--- src/rtl/vga_sync_gen.sv ---
`default_nettype none
// ----------------------------------------------------------------------------
// vga_sync_gen : raster timing generator (pixel tick, x/y, active, syncs)
// Rev 1.0
// ----------------------------------------------------------------------------
module vga_sync_gen #(
  parameter int H_ACTIVE = 640,
  parameter int H_FP     = 16,
  parameter int H_SYNC   = 96,
  parameter int H_BP     = 48,
  parameter int V_ACTIVE = 480,
  parameter int V_FP     = 10,
  parameter int V_SYNC   = 2,
  parameter int V_BP     = 33,
  parameter bit SYNC_POL = 1'b0,
  parameter int CLK_DIV  = 1,
  parameter int PIPE_DLY = 0,
  parameter int CW       = 10
) (
  input  logic          i_CLK,
  input  logic          i_Rst,
  input  logic          i_En,
  output logic          o_pix_ce,
  output logic [CW-1:0] o_x_pos,
  output logic [CW-1:0] o_y_pos,
  output logic          o_active,
  output logic          o_line_start,
  output logic          o_frame_start,
  output logic          o_HSync,
  output logic          o_VSync
);

  localparam int H_TOTAL = H_ACTIVE + H_FP + H_SYNC + H_BP;
  localparam int V_TOTAL = V_ACTIVE + V_FP + V_SYNC + V_BP;
  localparam int DW      = (CLK_DIV > 1) ? $clog2(CLK_DIV) : 1;

  localparam logic [DW-1:0] C_DIV_LAST = DW'(CLK_DIV - 1);
  localparam logic [CW-1:0] C_H_LAST   = CW'(H_TOTAL - 1);
  localparam logic [CW-1:0] C_V_LAST   = CW'(V_TOTAL - 1);
  localparam logic [CW-1:0] C_H_ACT    = CW'(H_ACTIVE);
  localparam logic [CW-1:0] C_V_ACT    = CW'(V_ACTIVE);
  localparam logic [CW-1:0] C_HS_BEG   = CW'(H_ACTIVE + H_FP);
  localparam logic [CW-1:0] C_HS_END   = CW'(H_ACTIVE + H_FP + H_SYNC);
  localparam logic [CW-1:0] C_VS_BEG   = CW'(V_ACTIVE + V_FP);
  localparam logic [CW-1:0] C_VS_END   = CW'(V_ACTIVE + V_FP + V_SYNC);

  if (H_TOTAL >= (1 << CW)) begin : g_chk_h
    $error("vga_sync_gen: H_TOTAL does not fit in CW bits");
  end
  if (V_TOTAL >= (1 << CW)) begin : g_chk_v
    $error("vga_sync_gen: V_TOTAL does not fit in CW bits");
  end
  if (CLK_DIV < 1 || CLK_DIV > 16) begin : g_chk_div
    $error("vga_sync_gen: CLK_DIV out of range 1..16");
  end
  if (PIPE_DLY < 0 || PIPE_DLY > 8) begin : g_chk_dly
    $error("vga_sync_gen: PIPE_DLY out of range 0..8");
  end

  logic [DW-1:0] div_q, div_d;
  logic [CW-1:0] x_q, x_d;
  logic [CW-1:0] y_q, y_d;
  logic          act_q, act_d;
  logic          lz_q, lz_d;
  logic          fz_q, fz_d;
  logic          started_q;
  logic          hs0_q, hs_d;
  logic          vs0_q, vs_d;
  logic          pix_ce;

  // Reset is gated in so no tick can be reported while the counters clear.
  assign pix_ce = i_En & ~i_Rst & (div_q == C_DIV_LAST);

  always_comb begin
    div_d = div_q;
    x_d   = x_q;
    y_d   = y_q;
    if (i_En) begin
      div_d = (div_q == C_DIV_LAST) ? '0 : div_q + 1'b1;
    end
    if (pix_ce) begin
      if (x_q == C_H_LAST) begin
        x_d = '0;
        y_d = (y_q == C_V_LAST) ? '0 : y_q + 1'b1;
      end else begin
        x_d = x_q + 1'b1;
      end
    end
  end

  always_comb begin
    act_d = (x_d < C_H_ACT) && (y_d < C_V_ACT);
    lz_d  = (x_d == '0);
    fz_d  = (x_d == '0) && (y_d == '0);
    hs_d  = ((x_d >= C_HS_BEG) && (x_d < C_HS_END)) ? SYNC_POL : ~SYNC_POL;
    vs_d  = ((y_d >= C_VS_BEG) && (y_d < C_VS_END)) ? SYNC_POL : ~SYNC_POL;
  end

  always_ff @(posedge i_CLK) begin
    if (i_Rst) begin
      div_q     <= '0;
      x_q       <= '0;
      y_q       <= '0;
      act_q     <= 1'b1;
      lz_q      <= 1'b1;
      fz_q      <= 1'b1;
      started_q <= 1'b0;
      hs0_q     <= ~SYNC_POL;
      vs0_q     <= ~SYNC_POL;
    end else if (i_En) begin
      div_q <= div_d;
      if (pix_ce) begin
        x_q       <= x_d;
        y_q       <= y_d;
        act_q     <= act_d;
        lz_q      <= lz_d;
        fz_q      <= fz_d;
        started_q <= 1'b1;
        hs0_q     <= hs_d;
        vs0_q     <= vs_d;
      end
    end
  end

  if (PIPE_DLY > 0) begin : g_dly
    logic [PIPE_DLY-1:0] hsd_q;
    logic [PIPE_DLY-1:0] vsd_q;

    always_ff @(posedge i_CLK) begin
      if (i_Rst) begin
        hsd_q <= {PIPE_DLY{~SYNC_POL}};
        vsd_q <= {PIPE_DLY{~SYNC_POL}};
      end else if (pix_ce) begin
        hsd_q <= PIPE_DLY'({hsd_q, hs0_q});
        vsd_q <= PIPE_DLY'({vsd_q, vs0_q});
      end
    end

    assign o_HSync = hsd_q[PIPE_DLY-1];
    assign o_VSync = vsd_q[PIPE_DLY-1];
  end else begin : g_nodly
    assign o_HSync = hs0_q;
    assign o_VSync = vs0_q;
  end

  // Position (0,0) is active, but o_active stays low until the first tick.
  assign o_active      = act_q & (started_q | pix_ce);
  assign o_pix_ce      = pix_ce;
  assign o_x_pos       = x_q;
  assign o_y_pos       = y_q;
  assign o_line_start  = pix_ce & lz_q;
  assign o_frame_start = pix_ce & fz_q;

endmodule

`default_nettype wire

--- config.mk ---
export PLATFORM = sky130hd
export DESIGN_NAME = vga_sync_gen
export DESIGN_NICKNAME = d
export VERILOG_FILES = /design/src/rtl/vga_sync_gen.sv
export SDC_FILE = /design/constraint.sdc
export NUM_CORES = 1
export LEC_CHECK = 0
export ABC_AREA = 1
export BUFFER_PORTS_ARGS = -buffer_cell sky130_fd_sc_hd__buf_2
export CAP_MARGIN = 5
export CORE_MARGIN = 5
export CORE_UTILIZATION = 56
export CTS_CLUSTER_DIAMETER = 60
export DETAILED_ROUTE_END_ITERATION = 7
export GPL_TIMING_DRIVEN = 0
export PLACE_DENSITY = 0.8
export SKIP_CTS_REPAIR_TIMING = 1
export SLEW_MARGIN = 40
export SYNTH_ARGS = -nofsm -noshare
export SYNTH_HDL_FRONTEND = slang
export SYNTH_SLANG_ARGS = --single-unit
--- constraint.sdc ---
create_clock -name i_CLK -period 1.8 [get_ports i_CLK]
set_input_delay 0.09 -clock i_CLK [delete_from_list [all_inputs] [get_ports i_CLK]]
set_output_delay 0.09 -clock i_CLK [all_outputs]
set_load 0.05 [all_outputs]
Word-level counts from Yosys, hierarchy flattened
Cells that the tools add are included.

Bits in registers: 27. Input bits: 3. Logic and storage cells: 43.

Reductions and logical operators: 7. Mux-type cells: 8. $lt $le $gt $ge: 6. Eq/ne operators: 2. Bitwise gates (word level): 8. Add/sub/neg operators: 3.

Operator list (number): two-way mux 10 bit (5); adder 10 x 1 -> 10 bit (second input constant) (2); == test 10 bit (second input constant) (2); zero test 10 bit (2); less-than comparator 10 bit (second input constant) (2); less-than comparator 10 x 9 -> 1 bit (second input constant) (2); >= comparator 10 bit (second input constant) (1); >= comparator 10 x 9 -> 1 bit (second input constant) (1); bitwise AND 1 bit (5); logical AND 1 bit (4); two-way mux 1 bit (3); inverter 1 bit (2); AND reduction 2 bit (1); adder 1 bit (second input constant) (1); OR 1 bit (1).

Longest topological paths before layout
Depth after elaboration: 7. Depth in mapped cells: 14. Mapped depth without buffers: 14.

Worst setup path before layout
OpenSTA, ideal clock, no wires.

Kind: flip-flop to flip-flop. From: reg x_q[0] (netlist: o_x_pos[0]). To: reg vs0_q (netlist: o_VSync). Setup time: 0.115 ns. Stages on the path, launching flop included: 13. Data arrival time: 1.905 ns. Data required time: 1.685 ns. Setup slack: -0.220 ns. Path buffers: 0. Clock period less this slack: 2.020 ns. Path through: dfxtp_1 -> ha_1 -> nand3_1 -> nor2_2 -> nand3_1 -> nand2_1 -> nand2_2 -> inv_2 -> nand3_1 -> nor2_1 -> nand2_1 -> nand2_1 -> nand2_1.

Word-level cells in the longest chain between the ends: 6.

RTL lines: start, declared (line 61) `logic [CW-1:0] x_q, x_d;`; start signal, assigned (line 102) `x_q <= '0;`; start signal, assigned (line 113) `x_q <= x_d;`; == test 10 bit (*) (line 82) `if (x_q == C_H_LAST) begin`; two-way mux 10 bit (*) (line 82); two-way mux 10 bit (*) (line 81) `if (pix_ce) begin`; >= comparator 10 x 9 -> 1 bit / less-than comparator 10 x 9 -> 1 bit (equally long branches) (line 96) `vs_d = ((y_d >= C_VS_BEG) && (y_d < C_VS_END)) ? SYNC_POL : ~SYNC_POL;`; logical AND 1 bit (*) (line 96); two-way mux 1 bit (*) (line 96); end signal, assigned (line 109) `vs0_q <= ~SYNC_POL;`; end signal, assigned (line 120) `vs0_q <= vs_d;`; end, declared (line 68) `logic vs0_q, vs_d;`.

Mark *: on every way between the ends. The rest lies on a longest branch, timed or not. A chain may end at the register's enable or synchronous reset.

Final worst setup path
From: reg x_q[0] (netlist: o_x_pos[0]). To: reg fz_q.

Word-level cells in the longest chain between the ends: 5.

RTL lines: adder 10 x 1 -> 10 bit / == test 10 bit (equally long branches) (line 86, 82); two-way mux 10 bit (line 82); two-way mux 10 bit (line 81); zero test 10 bit (line 94) `fz_d = (x_d == '0) && (y_d == '0);`; logical AND 1 bit (*) (line 94); end signal, assigned (line 117) `fz_q <= fz_d;`; end, declared (line 65) `logic fz_q, fz_d;`.

Marks and branches as above.

==> results.md <==
* Status: finished, violations left
* Violated checks: hold timing
* Worst Path Required at 2.09 ns
* Fill count at 206
* #FFs+latches synth at 26
* Nature of the critical path endpoint: register
* Setup WS post-layout at 0.107 ns
* Initial Util at 58.2%
* Synth Instances at 287
* CP Data Arrival Time at ~2 ns
* Delay of the slowest critical-path stage at about 0.39 ns
* Antenna Cells at 0
* Place WS at -0.0973 ns
* Met2 routed WL at 2.34 mm
* Clk Latency, worst-skew pair at ~0.33 ns
* Wl on met1 at 2.07 mm
* Final Cycle Share at 94.1%
* Hold Path Class: in2reg
* CP dominant cell by count: nand2_1
* Yosys warnings at 0
* Worst Max-Slew Pin Slew at 0.512 ns
* Async set-reset flop share out of synthesis at 0%
* Drt first pass iters at 4
* Worst Path Max Fanout at 6
* Clk_skew at 0.00230 ns
* Slew Limit Fails at 0
* Layout cells sized above 1 at 38.2%
* Family with the most delay on the worst path: simple AND/OR/NAND/NOR gates
* Layout Nets at 342
* Final hold violation count at 1
* Cell area after synthesis at 0.00176 mm2
* Number of flops mapped to enable cells by yosys at 0
* Number of DRC markers in iteration 0 at around 160
* Die area at 0.00437 mm2
* Port Buffers at 27
* Max clock buf depth at 2
* WL per Instance at roughly 12 um
* Gp weighted congestion at 0.847
* Mapped Nets at 293
* Min Hold Slack at -0.00303 ns
* Routed WL at 4.66 mm
* Top routing layer in use: met4
* Die height at 66.1 um
* RSZ-0062 raised after global routing: true
* Top FF cell, synth: dfxtp_1
* Vias in the first global route at 1591
* Setup crit start kind: register
* CTS Buf Count at 3
* F_max at slightly below 0.6 GHz
* CP Class: reg2reg
* Post-route ant nets at 0
* CTS tree: yes
* Crit path buf inv count at 2
* Clock period minus worst slack at 1.69 ns
* Syn-to-layout area delta at 34.9%
* Worst VDD drop at 471 uV
* H-tree lvl count at 1
* Total of max-cap violations at 0
* Clock Pin Slew Worst Setup and Hold Paths at 0.14 ns
* Leakage power at 0.00122 uW
* Tot GR Track Use at between 20% and 30%
* Die Wd at 66.1 um
* # rows at 20
* DP HPWL at 3.27 mm
* Clock Sinks at 26
* Max-Slew Margin vs Limit at 65.9%
* Area of the core at approximately 0.0030 mm2
* Setup-failing EPs final at 0
* Unique cell type count in the Yosys netlist at 34
* Via density at a little over 5
* Post-synthesis area per instance at 6.14 um2
* Global-route wire length before repair at 7.00 mm
* Clock root buffer: clkbuf_4
* Grt ovf at 0
* Largest net degree at the start of global routing at 15
* Met3 WL at ~180 um
* Drt drc at 0
* Slowest CP cell: dfxtp_4
* Io pins at 29
* Tot Pwr at 1110 uW
* Initial antenna violation count at 0
* Critical-path cell list: ha_4 > nand3_4 > inv_2 > nand3_4 > nand2_2 > inv_2 > nor2_4 > nand2_1 > nor2_1 > nand3_1 > nor2_1 > nand2_1 > nand2_1
* Pwr Density at 466 mW/mm2
* Vias at 1910
* Register area share after synthesis at 29.5%
-- per-stage QoR --
stage,hold slack (ns),setup TNS (ns),utilization [%],instances,instance area (um2)
finish,-0.00303,0,78.5,379,2380
global route,0.00965,-0.0498,78.5,379,2380
CTS,0.00447,-0.230,66.0,362,2000
detailed placement,0.347,-0.140,64.8,358,1960
global placement,0.351,-0.0897,64.8,358,1960
floorplan,0.193,-0.0304,-,287,1770
-- report_power, final --
part           total, uW  internal, uW  leakage, uW  switching [uW]
sequential           599           585     0.000221            14.4
combinational        207          60.5     0.000978             147
clock                301           124    0.0000210             177
total               1110           769      0.00122             338
-- routing by layer --
metal,up-vias,global-route usage (%)
li1,995,-
met1,859,25.9
met2,50,35.9
met3,6,2.55
met4,0,4.57
met5,-,0
-- kinds of logic after synthesis --
group / share of synthesized area, %
AOI/OAI and AO/OA: 7.24
xor gates and xnor gates: 0.994
adders and majority gates: 2.13
buffers and inverters: 9.94
DFF: 29.5
and+or+nand+nor: 50.1
-- synthesized netlist by cell type, types with 2 or more instances --
cell type,n,share of area (%)
nor3_1,4,1.1
nand2_2,3,1.1
nand2_4,2,1.3
ha_1,3,2.1
nand4_1,5,1.8
dfxtp_1,26,30
nand3_2,2,1.1
clkbuf_1,2,0.43
nor2_8,2,2.3
nand3_1,24,6.8
nor2_2,2,0.71
inv_2,7,1.5
o21bai_2,2,1.3
inv_1,30,6.4
o21ai_1,3,0.85
a21oi_1,9,2.6
nor2_1,47,10
o21ai_0,3,0.85
nor2_4,2,1.3
nand2_1,95,20
-- cells in the final DEF, fill, tap and decap left out, types with 5 or more instances in the layout --
master / instances
a21oi_1: 7
nand2_1: 82
dfxtp_2: 8
nor2_4: 9
inv_1: 26
nand3_2: 6
buf_2: 28
dfxtp_1: 11
dfxtp_4: 7
nand2_2: 14
buf_4: 16
nand3_1: 18
nor2_1: 39
nand4_1: 5
inv_2: 8
-- final timing paths --
check	from	to	slack, ns	cells past startpoint
setup / recovery	o_x_pos[0]	fz_q	0.11	13
hold / removal	i_En	o_VSync	-0.003	3
setup reg to reg	o_x_pos[0]	fz_q	0.11	13
hold reg to reg	started_q	started_q	0.46	2
-- flip-flops by register name (all words and copies together) (netlist names) --
| name | count |
|---|---|
| o_x_pos | 10 |
| o_y_pos | 10 |
| act_q | 1 |
| fz_q | 1 |
| lz_q | 1 |
| o_HSync | 1 |
| o_VSync | 1 |
| started_q | 1 |
-- worst register-to-register path, stage by stage, from the launching register on --
cell,delay (ns)
dfxtp_4,0.39
ha_4,0.16
nand3_4,0.09
inv_2,0.11
nand3_4,0.14
nand2_2,0.12
inv_2,0.04
nor2_4,0.11
nand2_1,0.07
nor2_1,0.10
nand3_1,0.08
nor2_1,0.11
nand2_1,0.07
nand2_1,0.05
-- final cells by class --
| type | count | area [um2] | area share [%] |
|---|---|---|---|
| tap | 44 | 55.1 | 2.32 |
| timing repair buffer | 44 | 278 | 11.7 |
| buffer | 6 | 38.8 | 1.63 |
| sequential | 26 | 557 | 23.4 |
| multi-input combinational | 218 | 1260 | 53.2 |
| clock buffer | 4 | 36.3 | 1.53 |
| inverter | 37 | 146 | 6.16 |
Note: power is estimated with default switching activity, not from simulation.
